### src/rtl/sticky_status_reader.sv
// Sticky status capture with overflow tracking and an atomic read-and-clear snapshot
// returned over a valid/ready request/response pair.
module sticky_status_reader #(
    parameter int WIDTH     = 8,
    parameter int CNT_WIDTH = 4
) (
    input  logic                 clk,
    input  logic                 rst,
    input  logic [WIDTH-1:0]     evt_in,
    input  logic [WIDTH-1:0]     evt_mask,
    input  logic                 req_valid,
    output logic                 req_ready,
    output logic                 rsp_valid,
    input  logic                 rsp_ready,
    output logic [WIDTH-1:0]     rsp_status,
    output logic [WIDTH-1:0]     rsp_ovfl,
    output logic [CNT_WIDTH-1:0] rsp_lost_cnt,
    output logic [WIDTH-1:0]     status_live,
    output logic                 irq
);

    typedef enum logic {IDLE, RESP} state_t;

    state_t               state_q, state_d;
    logic [WIDTH-1:0]     status_q, status_d;
    logic [WIDTH-1:0]     ovfl_q, ovfl_d;
    logic [CNT_WIDTH-1:0] lost_q, lost_d;
    logic [WIDTH-1:0]     rsp_status_q, rsp_status_d;
    logic [WIDTH-1:0]     rsp_ovfl_q, rsp_ovfl_d;
    logic [CNT_WIDTH-1:0] rsp_lost_q, rsp_lost_d;

    logic [WIDTH-1:0]     evt_eff;
    logic [WIDTH-1:0]     hit;

    assign evt_eff = evt_in & evt_mask;
    assign hit     = evt_eff & status_q;

    always_comb begin
        state_d      = state_q;
        status_d     = status_q | evt_eff;
        ovfl_d       = ovfl_q | hit;
        lost_d       = lost_q;
        rsp_status_d = rsp_status_q;
        rsp_ovfl_d   = rsp_ovfl_q;
        rsp_lost_d   = rsp_lost_q;
        if ((|hit) && (lost_q != {CNT_WIDTH{1'b1}}))
            lost_d = lost_q + CNT_WIDTH'(1);

        case (state_q)
            IDLE: begin
                if (req_valid) begin
                    // Snapshot takes pre-update state; same-cycle events seed the fresh status.
                    rsp_status_d = status_q;
                    rsp_ovfl_d   = ovfl_q;
                    rsp_lost_d   = lost_q;
                    status_d     = evt_eff;
                    ovfl_d       = '0;
                    lost_d       = '0;
                    state_d      = RESP;
                end
            end
            RESP: begin
                if (rsp_ready)
                    state_d = IDLE;
            end
            default: state_d = IDLE;
        endcase
    end

    always_ff @(posedge clk) begin
        if (rst) begin
            state_q      <= IDLE;
            status_q     <= '0;
            ovfl_q       <= '0;
            lost_q       <= '0;
            rsp_status_q <= '0;
            rsp_ovfl_q   <= '0;
            rsp_lost_q   <= '0;
        end else begin
            state_q      <= state_d;
            status_q     <= status_d;
            ovfl_q       <= ovfl_d;
            lost_q       <= lost_d;
            rsp_status_q <= rsp_status_d;
            rsp_ovfl_q   <= rsp_ovfl_d;
            rsp_lost_q   <= rsp_lost_d;
        end
    end

    assign req_ready    = (state_q == IDLE);
    assign rsp_valid    = (state_q == RESP);
    assign rsp_status   = rsp_status_q;
    assign rsp_ovfl     = rsp_ovfl_q;
    assign rsp_lost_cnt = rsp_lost_q;
    assign status_live  = status_q;
    // Driven from registers only, so no combinational path from evt_in to irq.
    assign irq          = |status_q;

endmodule

### config.mk
export PLATFORM = sky130hd
export DESIGN_NAME = sticky_status_reader
export DESIGN_NICKNAME = d
export VERILOG_FILES = /design/src/rtl/sticky_status_reader.sv
export SDC_FILE = /design/constraint.sdc
export NUM_CORES = 1
export LEC_CHECK = 0
export BUFFER_PORTS_ARGS = -buffer_cell sky130_fd_sc_hd__buf_2
export CELL_PAD_IN_SITES_DETAIL_PLACEMENT = 0
export CELL_PAD_IN_SITES_GLOBAL_PLACEMENT = 2
export CORE_MARGIN = 8
export CORE_UTILIZATION = 27
export CTS_CLUSTER_DIAMETER = 50
export DETAILED_ROUTE_END_ITERATION = 8
export PLACE_DENSITY = 0.85
export SETUP_SLACK_MARGIN = 0.5
export SYNTH_ARGS = -nofsm -noshare
export SYNTH_HDL_FRONTEND = slang
export SYNTH_SLANG_ARGS = --single-unit
export TNS_END_PERCENT = 50
### constraint.sdc
create_clock -name clk -period 1.5 [get_ports clk]
set_input_delay 0.15 -clock clk [delete_from_list [all_inputs] [get_ports clk]]
set_output_delay 0.15 -clock clk [all_outputs]
set_load 0.01 [all_outputs]
# After elaboration in Yosys (flattened, before gate mapping)
# Index checks and enable logic that the tools add are counted.
# Widths: inputs -> output; s select.
dict set report totals {
  elab_cells 28
  reg_bits 41
  inputBits 20
  out_inout_bits 31
}
dict set report classes {
  n_bitwise 5
  n_reduce_logical 4
  mux 10
  n_eq_ne 1
  add_sub_neg 1
}
# operator count
set op_table {}
lappend op_table {{$mux 8} 4}
lappend op_table {{$and 8x8->8} 2}
lappend op_table {{$or 8x8->8} 2}
lappend op_table {{$reduce_or 8->1} 2}
lappend op_table {{$mux 4} 3}
lappend op_table {{$add 4x1->4 const B} 1}
lappend op_table {{$ne 4x4->1 const B} 1}
lappend op_table {{$mux 1} 2}
lappend op_table {{$pmux 1 s2} 1}
lappend op_table {{$reduce_and 2->1} 1}
lappend op_table {{$logic_and 1x1->1} 1}
lappend op_table {{$not 1->1} 1}

# Logic depth before layout (Yosys ltp)
# Gate-level depths: netlist (run 1).
dict set report logic_depth {
  depth_word 7
  ltp_mapped 5
}

# Worst setup path after synthesis (run 1)
# No wires, ideal clock.
dict set report synth_timing {
  path_kind {reg-to-reg}
  start {register status_q[5] (netlist: status_live[5])}
  end {register lost_q[3]}
  arrival_time_ns 1.139
  path_stages_with_launch 6
  slack_ns 0.292
  synth_period_minus_slack_ns 1.208
  path_buffers 0
  path_cell_list {dfxtp_1 -> nand3_1 -> nand4_2 -> o21ai_2 -> or3_1 -> a21oi_1}
}
dict set report synth_between {
  elab_chain_len 6
}
# element line
set synth_lines {}
lappend synth_lines {{start: declaration} 25} ;# logic [WIDTH-1:0] status_q, status_d;
lappend synth_lines {{start signal: assignment} 81} ;# status_q <= status_d;
lappend synth_lines {{$and 8x8->8 (*)} 36} ;# assign hit = evt_eff & status_q;
lappend synth_lines {{$reduce_or 8->1 (*)} 46} ;# if ((|hit) && (lost_q != {CNT_WIDTH{1'b1}}))
lappend synth_lines {{$logic_and 1x1->1 (*)} 46}
lappend synth_lines {{$mux 4 (*)} 46}
lappend synth_lines {{$mux 4} 51} ;# if (req_valid) begin
lappend synth_lines {{$mux 4 (*)} 49} ;# case (state_q)
lappend synth_lines {{end signal: assignment} 83} ;# lost_q <= lost_d;
lappend synth_lines {{end: declaration} 27} ;# logic [CNT_WIDTH-1:0] lost_q, lost_d;
# Mark *: on every way between the ends. The rest lies on a longest branch, timed or not.
# A chain may end at the register's enable or synchronous reset.

# Worst setup path in the final report (run 1)
dict set report layout_timing {
  start {register status_q[7] (netlist: status_live[7])}
  end {output irq}
}
dict set report layout_between {
  elab_chain_len 1
}
# element line
set layout_lines {}
lappend layout_lines {{$reduce_or 8->1} 97} ;# assign irq = |status_q;
lappend layout_lines {{end: declaration} 19} ;# output logic irq
# Every way passes these cells.

==> results of run 1 <==
==> worst max path at each step <==
stage	from	endpoint	slack, ns	cells past startpoint
floorplan	lost_q[0]	lost_q[3]	0.39	5
global placement	status_live[7]	lost_q[2]	0.28	5
detailed placement	status_live[0]	lost_q[1]	0.29	5
CTS	status_live[7]	irq	0.17	3
global route	status_live[7]	irq	0.13	3
finish	status_live[7]	irq	0.20	3
==> per-stage QoR <==
stage	hold WS, ns	power [mW]	setup slack [ns]	instances	utilization, %
after floorplan	0.242	1.30	0.392	175	-
after global routing	0.0172	2.27	0.133	307	39.9
after detailed placement	0.333	1.40	0.291	292	34.4
after global placement	0.329	1.40	0.281	292	34.4
final	0.0250	2.17	0.197	307	39.9
after CTS	0.0131	2.19	0.167	305	38.7
==> layout make-up <==
| class | instances | area, um2 | share of cell area (%) |
|---|---|---|---|
| multi-input cells | 117 | 739 | 34.1 |
| flip-flops and latches | 41 | 856 | 39.5 |
| repair buffers | 60 | 357 | 16.4 |
| inverters | 9 | 36.3 | 1.67 |
| well taps | 72 | 90.1 | 4.15 |
| clock buffers | 8 | 90.1 | 4.15 |
==> registers in the layout, indices dropped and copies added, names as in the netlist <==
| name | cells |
|---|---|
| rsp_status | 8 |
| rsp_lost_cnt | 4 |
| rsp_valid | 1 |
| status_live | 8 |
| rsp_ovfl | 8 |
| ovfl_q | 8 |
| lost_q | 4 |
==> placed cells by master (no fill, tap or decap), drive strengths merged <==
master  netlist  routed
a211oi        1       1
a21oi        29      29
a22oi         8       8
buf           5      60
clkbuf        3       8
dfxtp        41      41
ha            1       1
inv           9       9
mux2i         2       2
nand2        42      42
nand2b        1       1
nand3        10      10
nand4         2       2
nor2         12      12
nor2b         1       1
nor4          2       2
o21ai         3       3
or2           1       1
or3           1       1
xor2          1       1
==> power breakdown <==
group | leakage (nW) | switching (mW) | internal, mW
Clock | 0.0455 | 0.362 | 0.375
Sequential | 0.339 | 0.0372 | 1.12
Combinational | 0.479 | 0.155 | 0.125
Total | 0.864 | 0.555 | 1.62
==> cells by family after synthesis <==
family / count (synthesis) / synth area share [%]
AO/OA/AOI/OAI: 41 / 15.4
AND/OR/NAND/NOR: 72 / 22.8
flip-flops: 41 / 54.5
adder cells (fa/ha/maj): 1 / 0.831
XOR/XNOR: 1 / 0.582
multiplexers: 2 / 1.33
buffers and inverters: 17 / 4.57
==> layer usage <==
metal  vias up  share of wire [%]
li1        707                  -
met1       637                 47
met2        38                 45
met3         6                6.5
met4         0                1.5
met5         -                  0
==> repair_timing <==
item / in CTS / in global routing
pin swaps: 6 / 3
setup endpoints to repair: 42 / 33
gates resized for setup: 23 / 13
cloned: 0 / 1
setup buffers: 5 / 1
==> metrics, run 1 <==
pwr/cell area=1000 mW/mm2; hold_sp=rsp_ready; Seq/Total Area, Yosys=54.5%; DIE WIDTH=90.7 um; VDD IR max=524 uV; post-synth cell types=24; flop-to-flop setup slack=0.25 ns; n_diodes=0; via count=1,388; measured slew at the worst slew-check pin=0.331 ns; Worst EP required=1.35 ns; core area=0.00544 mm2; dpl cell area=0.00187 mm2; setup violators final=0; Starting DRT DRC Count=68; Mapped Cells=175; DRC violations left=0; GRT overflow=0; Max Buffers Root-to-Sink=2; synth warn=0; Synth top cells by count=dfxtp_1 (41), nand2_1 (41), a21oi_1 (29); DP HPWL=2930 um; CTS buffer count=5; Max Cap Viol=0; Max FO, Critical Path=3; die area=0.00822 mm2; PortBufs=50; HP Class=in2reg; post-synth top area cell=dfxtp_1; GR peak layer=met2; Filler cells=571; Placer Congestion=0.752; Critical-path top delay cell=dfxtp_4; #FFs+latches synth=41; GR Util met1=12.5%; Hold Crit Depth=2; CP Launch Type=flip-flop; total track usage=10.7%; fin crit share=86.9%; final setup TNS=0 ns; met2 usage=17.0%; shortest period the worst path allows=1.30 ns; clock skew=0.00495 ns; synthesized area=0.00151 mm2; final instance area=0.00217 mm2; CTS H-Tree Depth=2; worst-skew pair later-pin latency=0.29 ns; nets@finish=255; number of synthesized flops with an enable pin=0; Rows=27; Worst R2R Start=status_live[7]; Min-Delay Endpoint=rsp_valid; DIE HEIGHT=90.7 um; CTS tree=built; Post-CTS Hold Fix Bufs=0; first-pass GRT wire length=7110 um; f_max=767 MHz; Worst-path clk slew=0.07 ns; Post-Route WL=4220 um; CP max stage delay=0.37 ns; initial antenna violation count=0; Ports=51; Detail Route Antenna Nets=0; Slew Limit Headroom=77.9%; layout cells sized above 1=43.0%; top cell type's share of synthesized area=54.5%; unrepaired setup endpoints after global routing=yes; reg2reg path depth=6; Syn-to-layout area delta=44.1%; Bufs and invs on worst path=1; mean post-synth cell area=8.60 um2; Initial DRT Pass Iterations=4; crit path capture type=output pin; vias in the first global route=1,415; crit path DAT=1.15 ns; CTS root buf=clkbuf_8; crit path cell chain=nor4_4 -> nand2_1 -> buf_2; largest net degree at the start of global routing=30; crit-path leading delay family=flip-flops; Async SR Flop Fraction=0%; outcome=complete, no violations; Initial Util=27.7%; Sink Count=41; R2R Path End=lost_q[1]; leak pwr=0.864 nW; Top FF cell, synth=dfxtp_1; syn_nets=196; drt via density=4.52; Crit Path Class=reg2out; Avg WL per Cell=13.7 um; Synth area leaders=dfxtp_1 (55%), nand2_1 (10%), a21oi_1 (9.6%); Pins Over Slew Limit=0; Final Hold Viols=0; global-route track usage on met3=4.07%
Power figures use the tool's default switching activity.
==> inputs of run 2 (changes only) <==
--- a/config.mk
+++ b/config.mk
@@ -5,14 +5,14 @@
 export SDC_FILE = /design/constraint.sdc
 export NUM_CORES = 1
 export LEC_CHECK = 0
-export BUFFER_PORTS_ARGS = -buffer_cell sky130_fd_sc_hd__buf_2
 export CELL_PAD_IN_SITES_DETAIL_PLACEMENT = 0
 export CELL_PAD_IN_SITES_GLOBAL_PLACEMENT = 2
 export CORE_MARGIN = 8
-export CORE_UTILIZATION = 27
+export CORE_UTILIZATION = 29
 export CTS_CLUSTER_DIAMETER = 50
 export DETAILED_ROUTE_END_ITERATION = 8
-export PLACE_DENSITY = 0.85
+export DONT_BUFFER_PORTS = 1
+export PLACE_DENSITY = 0.75
 export SETUP_SLACK_MARGIN = 0.5
 export SYNTH_ARGS = -nofsm -noshare
 export SYNTH_HDL_FRONTEND = slang
==> run 2 against run 1 <==
Against the previous run:
- the flow now finishes with violations (hold timing)
- core utilization increased by 0.52 points
- clock power increased by 16%
- global-route usage increased by 0.26 points
- non-clock buffer count decreased by 53
- register-to-register slack about the same
- routed wire length increased by 6.0%
- cell count decreased by 18%
- die area decreased by 5.7%
- hold slack got worse by 0.11 ns
- sequential power about the same
- combinational power decreased by 31%
- highest routed layer unchanged
==> metrics, run 2 (synthesis results as in run 1) <==
Filler cells=539 (-5.6%); largest net degree at the start of global routing=31 (+3.3%); Sink Count=41 (unchanged); CP Launch Type=flip-flop; Rows=26 (-3.7%); Cell Count, Final, Fillers Out=253 (-18%); HP Class=in2reg; n_diodes=0 (unchanged); nets@finish=203 (-20%); DP HPWL=2870 um (-2.0%); DRC violations left=0 (unchanged); crit-path leading delay family=simple AND/OR/NAND/NOR gates; total power=2.24 mW (+3.0%); crit path capture type=output pin; Post-Route WL=4470 um (+6.0%); outcome=complete, but fails checks; drt via density=4.98 (+10%); leak pwr=0.700 nW (-19%); Critical-path top delay cell=dfxtp_4; Worst EP required=1.35 ns (about the same); commonest non-fill, non-tap cell in the layout=nand2_1; CTS H-Tree Depth=2 (unchanged); initial antenna violation count=0 (unchanged); clock skew=0.00540 ns (+0.000450 ns); Syn-to-layout area delta=36.2%; total track usage=10.9% (+0.26 points); most frequent cells in the layout=nand2_1 (31), dfxtp_1 (30), a21oi_1 (17), a21oi_2 (12), nor2_1 (12); crit path cell chain=nor4_4 -> nand2_1; crit path DAT=1.10 ns (-0.05 ns); Slew Limit Headroom=82.5% (+4.6 points); Max Cap Viol=0 (unchanged); first-pass GRT wire length=6490 um (-8.7%); Crit Path Class=reg2out; Final Hold Viols=29 (+29); unrepaired setup endpoints after global routing=yes; GRT overflow=0 (unchanged); worst-skew pair later-pin latency=0.29 ns (about the same); Worst-path clk slew=0.08 ns (about the same); CTS root buf=clkbuf_8; failing checks=hold timing; PortBufs=0 (-100%); shortest period the worst path allows=1.25 ns (-0.0547 ns); Final Core Density=40.4% (+0.52 points); Max Buffers Root-to-Sink=2 (unchanged); Bufs and invs on worst path=0 (-1); Avg WL per Cell=17.7 um (+29%); f_max=801 MHz (+4.4%); Placed Instances=239 (-18%); Initial Util=29.7% (+2.0 points); Pins Over Slew Limit=0 (unchanged); fin crit share=83.2% (-3.6 points); measured slew at the worst slew-check pin=0.260 ns (-0.0710 ns); vias in the first global route=1,242 (-12%); Ports=51 (unchanged); Placer Congestion=0.722 (-3.9%); layout cells sized above 1=36.6% (-6.4 points); Hold WS=-0.0848 ns (-0.110 ns); Initial DRT Pass Iterations=4 (unchanged); CTS tree=built; VDD IR max=512 uV (-2.4%); CP max stage delay=0.39 ns (+0.02 ns); core area=0.00507 mm2 (-6.7%); via count=1,259 (-9.3%); Starting DRT DRC Count=82 (+21%); setup violators final=0 (unchanged); flop-to-flop setup slack=0.26 ns (about the same); Detail Route Antenna Nets=0 (unchanged); final setup TNS=0 ns (unchanged); DIE WIDTH=88.0 um (-2.9%); DIE HEIGHT=88.0 um (-2.9%); CTS buffer count=5 (unchanged); die area=0.00775 mm2 (-5.7%); Max FO, Critical Path=5 (+2); pwr/cell area=1090 mW/mm2 (+9.0%)
## run 2: path summary, 6_finish.rpt
| kind | start | end | cells after the start |
|---|---|---|---|
| worst min-delay path | rst | rsp_status[6] | 1 |
| worst max register to register | status_live[5] | lost_q[3] | 5 |
| worst min register to register | ovfl_q[6] | ovfl_q[6] | 2 |
| worst max-delay path | status_live[4] | irq | 2 |
## run 2: cell type report
class                      count  area, um2  area share (%)
clock buffer                   6       72.6            3.54
clock inverter                 2       33.8            1.65
inverter                       9       36.3            1.77
multi-input combinational    118        897            43.8
sequential                    41        857            41.8
tap                           70       87.6            4.27
timing repair buffer           7       65.1            3.17
## run 2: repair_timing
item	in CTS	in global routing
gates cloned	0	3
buffers inserted	0	3
endpoints found under the setup margin	41	33
resized for setup	25	41
pin swaps	6	18
endpoints found under the hold margin	29	29
## run 2: worst register-to-register path, delay by kind of cell (launching register included)
kind	cells	cell delay, ns
flops	1	0.43
compound gates	2	0.20
simple gates	3	0.54
## run 2: stage by stage
stage | worst slack, ns | cell area, um2
finish | 0.252 | 2050
detailed placement | 0.269 | 1610
floorplan | 0.392 | 1560
CTS | 0.250 | 1840
global placement | 0.254 | 1610
global route | 0.188 | 2050
## run 2: power breakdown
group          internal [mW]  total (mW)  leakage (nW)  switching, mW
combinational         0.0870       0.194         0.308          0.107
sequential              1.12        1.18         0.340         0.0683
clock                  0.491       0.857        0.0528          0.366
total                   1.69        2.24         0.700          0.541
## run 2: per-layer routing
| layer | part of all wire, % | vias up | global-route usage, % |
|---|---|---|---|
| met1 | 39 | 604 | 12.3 |
| li1 | - | 603 | - |
| met2 | 48 | 47 | 16.1 |
| met4 | 1.4 | 0 | 6.14 |
| met5 | 0 | - | 0 |
| met3 | 12 | 5 | 6.00 |
==> inputs of run 3 (changes only) <==
==> constraint.sdc (replaced) <==
create_clock -name clk -period 1.3 [get_ports clk]
set_input_delay 0.13 -clock clk [delete_from_list [all_inputs] [get_ports clk]]
set_output_delay 0.13 -clock clk [all_outputs]
set_load 0.01 [all_outputs]
==> run 3 against run 2 <==
Against the previous run:
- the flow still finishes with violations (hold timing)
- register-to-register slack worse by 0.19 ns
- critical path depth is 1 higher
- critical endpoint unchanged
- routed wire length is 2.2% higher
- clock power is 7.2% higher
- cell count is 3.2% higher
- largest power group unchanged
- highest routed layer unchanged
- clock skew is 0.00069 ns higher
==> metrics, run 3 (synthesis results as in run 1) <==
Worst Setup SP=status_live[5]; n_diodes=0 (unchanged); vias in the first global route=1,330 (+7.1%); R2R Path End=lost_q[3]; Max FO, Critical Path=4 (-1); layout cells sized above 1=66.0% (+29 points); Slew Limit Headroom=82.8% (+0.30 points); clock skew=0.00609 ns (+0.000690 ns); CTS buffer count=5 (unchanged); unrepaired setup endpoints after global routing=yes; Initial Util=29.7% (unchanged); Starting DRT DRC Count=57 (-30%); Initial DRT Pass Iterations=2 (-2); CTS tree=built; drt via density=4.91 (-1.3%); Max Cap Viol=0 (unchanged); worst slack at placement=0.0706 ns (-0.199 ns); DRC violations left=0 (unchanged); Crit Path Class=reg2out; setup violators final=0 (unchanged); CP Depth=3 (+1); total power=2.57 mW (+15%); commonest non-fill, non-tap cell in the layout=a21oi_2; Pins Over Slew Limit=0 (unchanged); Sequential Area=910 um2 (+6.1%); core area=0.00507 mm2 (unchanged); total track usage=12.4% (+1.5 points); crit path capture type=output pin; crit-path leading delay family=simple AND/OR/NAND/NOR gates; f_max=794 MHz; CTS H-Tree Depth=2 (unchanged); crit path to=irq; crit path DAT=1.13 ns (+0.03 ns); crit path cell chain=buf_6 -> nor4_4 -> nand2_2; Placer Congestion=0.685 (-5.1%); flop-to-flop setup slack=0.07 ns (-0.19 ns); Max Buffers Root-to-Sink=2 (unchanged); CTS root buf=clkbuf_8; most frequent cells in the layout=a21oi_2 (27), nand2_1 (22), dfxtp_4 (20), nand2_4 (16), nor2_1 (12); final instance area=0.00233 mm2 (+14%); DIE HEIGHT=88.0 um (unchanged); CP Launch Type=flip-flop; Bufs and invs on worst path=1 (+1); Worst-path clk slew=0.07 ns (about the same); Final Core Density=45.9% (+5.5 points); initial antenna violation count=0 (unchanged); Final Hold Viols=29 (unchanged); Rows=26 (unchanged); Worst EP required=1.17 ns (-0.18 ns); area occupied by multi-input gates=0.00104 mm2 (+16%); reg2reg path depth=5 (unchanged); fin crit share=96.9%; Post-Route WL=4570 um (+2.2%); via count=1,282 (+1.8%); GRT overflow=0 (unchanged); die area=0.00775 mm2 (unchanged); Hold WS=-0.114 ns (-0.0291 ns); Critical-path top delay cell=dfxtp_2; HP Class=in2reg; Syn-to-layout area delta=54.9%; Worst R2R Start=lost_q[0]; CP max stage delay=0.33 ns (-0.06 ns); PortBufs=0 (unchanged); setup ws final=0.0408 ns (-0.211 ns); dpl cell area=0.00167 mm2 (+3.5%); DIE WIDTH=88.0 um (unchanged); Filler cells=494 (-8.3%); Sink Count=41 (unchanged); measured slew at the worst slew-check pin=0.258 ns (-0.00206 ns); Avg WL per Cell=17.5 um (-0.92%); Detail Route Antenna Nets=0 (unchanged); nets@finish=211 (+3.9%); Post-CTS Hold Fix Bufs=1; pwr/cell area=1100 mW/mm2 (+1.1%); hold_sp=rst; leak pwr=0.850 nW (+21%); VDD IR max=554 uV (+8.2%); failing checks=hold timing; DP HPWL=2910 um (+1.4%); largest net degree at the start of global routing=32 (+3.2%); outcome=complete, but fails checks; shortest period the worst path allows=1.26 ns; worst-skew pair later-pin latency=0.29 ns (about the same); Ports=51 (unchanged); first-pass GRT wire length=7190 um (+11%)
-- run 3: cell count changes in the layout (fill, tap and decap cells not counted), sizes merged --
cell | previous run | this run
nand2 | 43 | 45
inv | 9 | 8
dlymetal6s4s | 0 | 1
clkbuf | 6 | 7
clkinv | 1 | 2
bufinv | 1 | 0
buf | 7 | 11
or2 | 1 | 2
-- run 3: repair_timing --
item | 4_1_cts | 5_1_grt
endpoints found under the hold margin | 32 | 31
pin swaps | 32 | 31
buffers inserted | 1 | 2
gates resized for setup | 99 | 38
setup endpoints to repair | 71 | 71
cloned | 5 | 0
-- run 3: report_power, final --
part	internal (mW)	leakage (nW)	switching (mW)
sequential	1.27	0.353	0.0625
combinational	0.146	0.444	0.176
clock	0.492	0.0534	0.426
-- run 3: area by class of cell --
cell class / count / area share (%)
multi-input combinational: 121 / 44.6
sequential: 41 / 39.0
timing repair buffer: 12 / 6.23
clock buffer: 7 / 4.19
tap: 70 / 3.76
inverter: 9 / 1.99
clock inverter: 1 / 0.215
-- run 3: stage by stage --
stage          setup TNS (ns)  std cells
6_report                    0        261
2_1_floorplan               0        175
3_3_place_gp                0        244
5_1_grt               -0.0160        261
4_1_cts                     0        259
3_5_place_dp                0        244
-- run 3: layer usage --
layer  part of all wire (%)  global-route usage, %  wire length [um]
met3                     13                   7.88               592
met1                     36                   12.3              1660
met2                     50                   21.0              2270
met4                   0.90                   3.69                41
met5                      0                      0                 0
-- run 3: worst min path at each step --
stage          slack (ns)  cells after the start        endpoint
6_report            -0.11                      1     rsp_ovfl[6]
5_1_grt             -0.13                      1     rsp_ovfl[6]
4_1_cts             -0.13                      1   rsp_status[3]
3_5_place_dp         0.20                      1  status_live[0]
3_3_place_gp         0.20                      1  status_live[0]
2_1_floorplan        0.22                      1       rsp_valid
